$ cat config.mk
export PLATFORM = sky130hd
export DESIGN_NAME = bit5_serial_tx
export DESIGN_NICKNAME = d
export VERILOG_FILES = /design/src/rtl/bit5_serial_tx.sv
export SDC_FILE = /design/constraint.sdc
export NUM_CORES = 1
export LEC_CHECK = 0
export BUFFER_PORTS_ARGS = -buffer_cell sky130_fd_sc_hd__buf_2
export CORE_MARGIN = 2
export CORE_UTILIZATION = 30
export CTS_CLUSTER_DIAMETER = 50
export CTS_CLUSTER_SIZE = 8
export DETAILED_ROUTE_END_ITERATION = 8
export GPL_TIMING_DRIVEN = 0
export PLACE_DENSITY = 0.48
export RECOVER_POWER = 100
export SLEW_MARGIN = 40
export SYNTH_ARGS = -nofsm -noshare
export SYNTH_HDL_FRONTEND = slang
export SYNTH_SLANG_ARGS = --single-unit
$ cat constraint.sdc
create_clock -name CLK -period 1.8 [get_ports CLK]
set_input_delay 0.27 -clock CLK [delete_from_list [all_inputs] [get_ports CLK]]
set_output_delay 0.27 -clock CLK [all_outputs]
set_load 0.1 [all_outputs]
$ cat src/rtl/bit5_serial_tx.sv
// bit5_serial_tx: 5-bit parallel-in, serial-out frame transmitter.
// Frame on Tx: start bit (0), 5 data bits LSB first, optional even-parity bit, stop bit (1).
// Each bit is held for CLKS_PER_BIT clocks. Every output is driven from a register.
// Next-state and next-output values are computed combinationally, then registered.
module bit5_serial_tx #(
  parameter int CLKS_PER_BIT = 4,
  parameter int PARITY_EN    = 1
) (
  input  logic       CLK,
  input  logic       RST,
  input  logic [4:0] Din,
  input  logic       load,
  output logic       ready,
  output logic       busy,
  output logic       Tx,
  output logic       done
);

  // The cycle counter needs at least one bit, so CLKS_PER_BIT=1 still gets a counter.
  localparam int            CW       = (CLKS_PER_BIT > 1) ? $clog2(CLKS_PER_BIT) : 1;
  localparam logic [CW-1:0] CNT_LAST = CW'(CLKS_PER_BIT - 1);
  localparam logic [2:0]    BIT_LAST = 3'd4;

  typedef enum logic [2:0] {
    IDLE   = 3'd0,
    START  = 3'd1,
    DATA   = 3'd2,
    PARITY = 3'd3,
    STOP   = 3'd4
  } state_t;

  state_t        state;
  state_t        state_nxt;
  logic [CW-1:0] cnt;
  logic [CW-1:0] cnt_nxt;
  logic [2:0]    bit_idx;
  logic [2:0]    bit_idx_nxt;
  logic [4:0]    shreg;
  logic [4:0]    shreg_nxt;
  logic          par;
  logic          par_nxt;
  logic          bit_end;

  logic          tx_nxt;
  logic          ready_nxt;
  logic          busy_nxt;
  logic          done_nxt;

  // Even parity: the parity bit makes the total count of ones in data plus parity even.
  function automatic logic even_parity(input logic [4:0] word);
    return ^word;
  endfunction

  // Next-state logic: frame sequencing, bit timing, shift register and parity capture.
  always_comb begin
    state_nxt   = state;
    cnt_nxt     = cnt;
    bit_idx_nxt = bit_idx;
    shreg_nxt   = shreg;
    par_nxt     = par;
    bit_end     = (cnt == CNT_LAST);

    case (state)
      IDLE: begin
        // ready is high whenever the FSM is in IDLE, so load alone qualifies the accept.
        if (load) begin
          state_nxt   = START;
          shreg_nxt   = Din;
          par_nxt     = even_parity(Din);
          cnt_nxt     = '0;
          bit_idx_nxt = '0;
        end
      end

      START: begin
        if (bit_end) begin
          state_nxt   = DATA;
          cnt_nxt     = '0;
          bit_idx_nxt = '0;
        end else begin
          cnt_nxt = cnt + 1'b1;
        end
      end

      DATA: begin
        if (bit_end) begin
          cnt_nxt   = '0;
          shreg_nxt = {1'b0, shreg[4:1]};
          if (bit_idx == BIT_LAST) begin
            bit_idx_nxt = '0;
            state_nxt   = (PARITY_EN != 0) ? PARITY : STOP;
          end else begin
            bit_idx_nxt = bit_idx + 3'd1;
          end
        end else begin
          cnt_nxt = cnt + 1'b1;
        end
      end

      PARITY: begin
        if (bit_end) begin
          state_nxt = STOP;
          cnt_nxt   = '0;
        end else begin
          cnt_nxt = cnt + 1'b1;
        end
      end

      STOP: begin
        if (bit_end) begin
          state_nxt = IDLE;
          cnt_nxt   = '0;
        end else begin
          cnt_nxt = cnt + 1'b1;
        end
      end

      default: begin
        state_nxt   = IDLE;
        cnt_nxt     = '0;
        bit_idx_nxt = '0;
      end
    endcase
  end

  // Output decode from the upcoming state, so the registered outputs line up with the state.
  always_comb begin
    ready_nxt = (state_nxt == IDLE);
    busy_nxt  = (state_nxt != IDLE);
    done_nxt  = (state == STOP) && (state_nxt == IDLE);

    case (state_nxt)
      START:   tx_nxt = 1'b0;
      DATA:    tx_nxt = shreg_nxt[0];
      PARITY:  tx_nxt = par_nxt;
      default: tx_nxt = 1'b1;
    endcase
  end

  // State, counter and datapath registers; reset aborts any frame in flight.
  always_ff @(posedge CLK or posedge RST) begin
    if (RST) begin
      state   <= IDLE;
      cnt     <= '0;
      bit_idx <= '0;
      shreg   <= '0;
      par     <= 1'b0;
    end else begin
      state   <= state_nxt;
      cnt     <= cnt_nxt;
      bit_idx <= bit_idx_nxt;
      shreg   <= shreg_nxt;
      par     <= par_nxt;
    end
  end

  // Output registers; reset forces the idle line level immediately, without a done pulse.
  always_ff @(posedge CLK or posedge RST) begin
    if (RST) begin
      Tx    <= 1'b1;
      ready <= 1'b1;
      busy  <= 1'b0;
      done  <= 1'b0;
    end else begin
      Tx    <= tx_nxt;
      ready <= ready_nxt;
      busy  <= busy_nxt;
      done  <= done_nxt;
    end
  end

endmodule

==> results.md <==
* Sw Share at 0.4422
* Clk slew on worst S/H paths at about 0.10 ns
* Initial antenna violation count at 0
* Leading area contributor after synthesis: dfrtp_1
* P_int at a little over 1 mW
* GRT met2 Usage at 0.1925
* Die Y at roughly 60 microns
* Post-synth cell types at 37
* Design Area, Final at about 1100 sq um
* Post-DRT Antenna Nets at 0
* Starting Density at 0.3139
* Leading post-synthesis cells by cell area: dfrtp_1, dfstp_2, nand2_1
* Worst R2R Path Depth at 4
* Met1 usage at 0.1669
* Top FF cell, synth: dfrtp_1
* Run status: finished, final reports clean
* Final core utilization at 0.3631
* Placed Cells at around 150
* Reg-to-Reg Start: state[2]$_DFF_PP0_
* Max Cap Viol at 0
* PwrDens at around 1600 nW/um^2
* Pre-antenna DRT Iters at 4
* Post-synth EDFFs at 0
* Die X-Extent at 60.52 microns
* Pleak at ~0.51 nW
* Most Crowded Layer GR: met2
* Endpoints failing setup at 0
* Fin Clk Skew at ~0.0028 ns
* Mapped Nets at between 100 and 150
* Worst hold slack at 0.06105 ns
* GRT Total Usage at 0.1252
* Most frequent cells in the layout: dfrtp_1, nand2_1, buf_2
* Total gr overflow at 0
* Share of layout cells above drive strength 1 at 0.2830
* Clock buffer depth at 2
* CP Max Fanout at 5
* Post-layout instance count excluding filler cells at 150
* Routed wire per std cell at between 10 and 15 microns
* Post-synthesis instance total at 91
* Worst slew pin tran at between 0.6 and 0.7 ns
* Num rows at 20
* Fin crit period at between 1.5 and 2 ns
* Crit path launch type: register
* Flop pwr share at 0.364
* Synth-to-layout area growth at 15.67%
* Setup Fix Bufs, Post-CTS at 0
* Final hold violation count at 0
* Number of H-tree levels at 1
* RSZ-0062 raised after global routing: false
* Synth async-reset ratio at 1.000
* Relative slew slack at 0.5389
* WP data required at approximately 2.0 ns
* Post-Syn Area at ~960 sq um
* Vias per cell at approximately 4.6
* Synth top area share at 0.4178
* Diodes inserted at 0
* First-pass GRT wire length at around 3300 microns
* Critical path arrival at ~1.9 ns
* Largest net degree at the start of global routing at 19
* Vias in the first global route at around 700
* Commonest non-fill, non-tap cell in the layout: dfrtp_1
* CTS Buf Count at 3
* Drt initial violations at 11
* Comb pwr share at 0.497
* Crit end category: register
* Clk_lat worst skew at roughly 0.3 ns
* CTS sink count at 18
* GP Congestion at 0.7129
* Fin worst setup slack at roughly 0.14 ns
* Nets at about 120
* Post-Syn Area per Cell at ~11 sq um
* VDD IR-drop max at around 0.00053 V
* Detail Placement HPWL at 1331 microns
* Met3 Resource Use GR at 0.03838
* Reg2reg end: bit_idx[2]$_DFFE_PP0P_
* Hold Buf Count CTS at 0
* Sw Pwr at 0.7979 mW
* Seq/Total Area, Yosys at 0.4726
* Period utilization at 0.9243
* CTS tree: yes
* Setup WS pre-CTS at 0.008052 ns
* Final wirelength at around 1800 microns
* #FFs+latches synth at 18
* Crit path kind: register to register
* Slew Viols, Final at 0
* Reg-to-reg slack, setup at ~0.14 ns
* Clock Root Buffer: clkbuf_4
* Warnings, synthesis at 0
* Placed inst area at 1069 sq um
* Remaining DRCs at 0
* Total Power at around 1.8 mW
* Clk pwr share at 0.139
* Vias at just under 700
* Max Freq at 601.0 MHz
* Core area at slightly above 3000 sq um
* Fill cells at 340
* Setup TNS at 0 ns
* Die ar. at approximately 3700 sq um
* Port bufs at 11
* IO Pins at 12
* Worst hold-check path type: input pin to async pin
==> synthesized netlist by cell type (all sizes together) (3+ instances only) <==
library cell and instances:
nand2 11, a22oi 3, nand3b 3, inv 7, dfrtp 16, a31oi 4
buf 4, o21ai 5, a21oi 4, nor2 3, xnor2 3, ha 3
==> registers in the layout (all words and copies together) (netlist names) <==
name and flops:
state 3, par 1, shreg 5, bit_idx 3
busy 1, cnt 2, Tx 1, done 1
ready 1
==> critical path, cell delays in order, from the launching register on <==
cell and delay, ns:
dfrtp_1 0.46, or4b_1 0.64, nand4_2 0.19, a21oi_1 0.08
a41o_1 0.20
==> cell type report <==
cell class	instances	area, sq um	share of cell area
Inverter	7	26.28	0.02370
Clock buffer	4	36.28	0.03273
Timing Repair Buffer	11	55.05	0.04966
Multi-Input combinational cell	62	457.9	0.4131
Tap cell	44	55.05	0.04966
Sequential cell	18	452.9	0.4086
Buffer	4	25.02	0.02257
==> cell families after synthesis <==
logic type,Yosys count,share of synthesized area
flip-flops,18,0.4726
AO/OA/AOI/OAI,23,0.1775
buffers and inverters,11,0.05352
AND/OR/NAND/NOR,32,0.2206
adder cells (fa/ha/maj),3,0.03917
XOR/XNOR,4,0.03656
==> per-layer routing <==
metal / vias to the layer above / wire [microns]
li1: 357 / -
met1: 316 / 897
met2: 9 / 781
met3: 4 / 55
met4: 0 / 27
met5: - / 0
==> repair_timing <==
action / in CTS / in global routing
setup endpoints to repair: 1 / 1
endpoints found under the hold margin: 0 / 0
resized for setup: 1 / 1
==> power groups by stage <==
stage	clock network, mW	registers (mW)	logic, mW
after global placement	0	0.665	0.884
final	0.251	0.657	0.896
after CTS	0.267	0.658	0.906
after global routing	0.280	0.682	1.01
after floorplan	0	0.846	0.561
after detailed placement	0	0.665	0.901
==> worst max path at each step <==
stage	from	endpoint	slack (ns)	cells past startpoint
3_3_place_gp	cnt[0]$_DFFE_PP0P_	Tx$_DFF_PP1_	0.005	6
3_5_place_dp	cnt[0]$_DFFE_PP0P_	Tx$_DFF_PP1_	0.008	6
4_1_cts	cnt[0]$_DFFE_PP0P_	Tx$_DFF_PP1_	0.09	6
5_1_grt	bit_idx[0]$_DFFE_PP0P_	busy$_DFF_PP0_	0.02	6
6_report	state[2]$_DFF_PP0_	bit_idx[2]$_DFFE_PP0P_	0.14	4
2_1_floorplan	cnt[0]$_DFFE_PP0P_	Tx$_DFF_PP1_	0.24	6
Power figures use the tool's default switching activity.
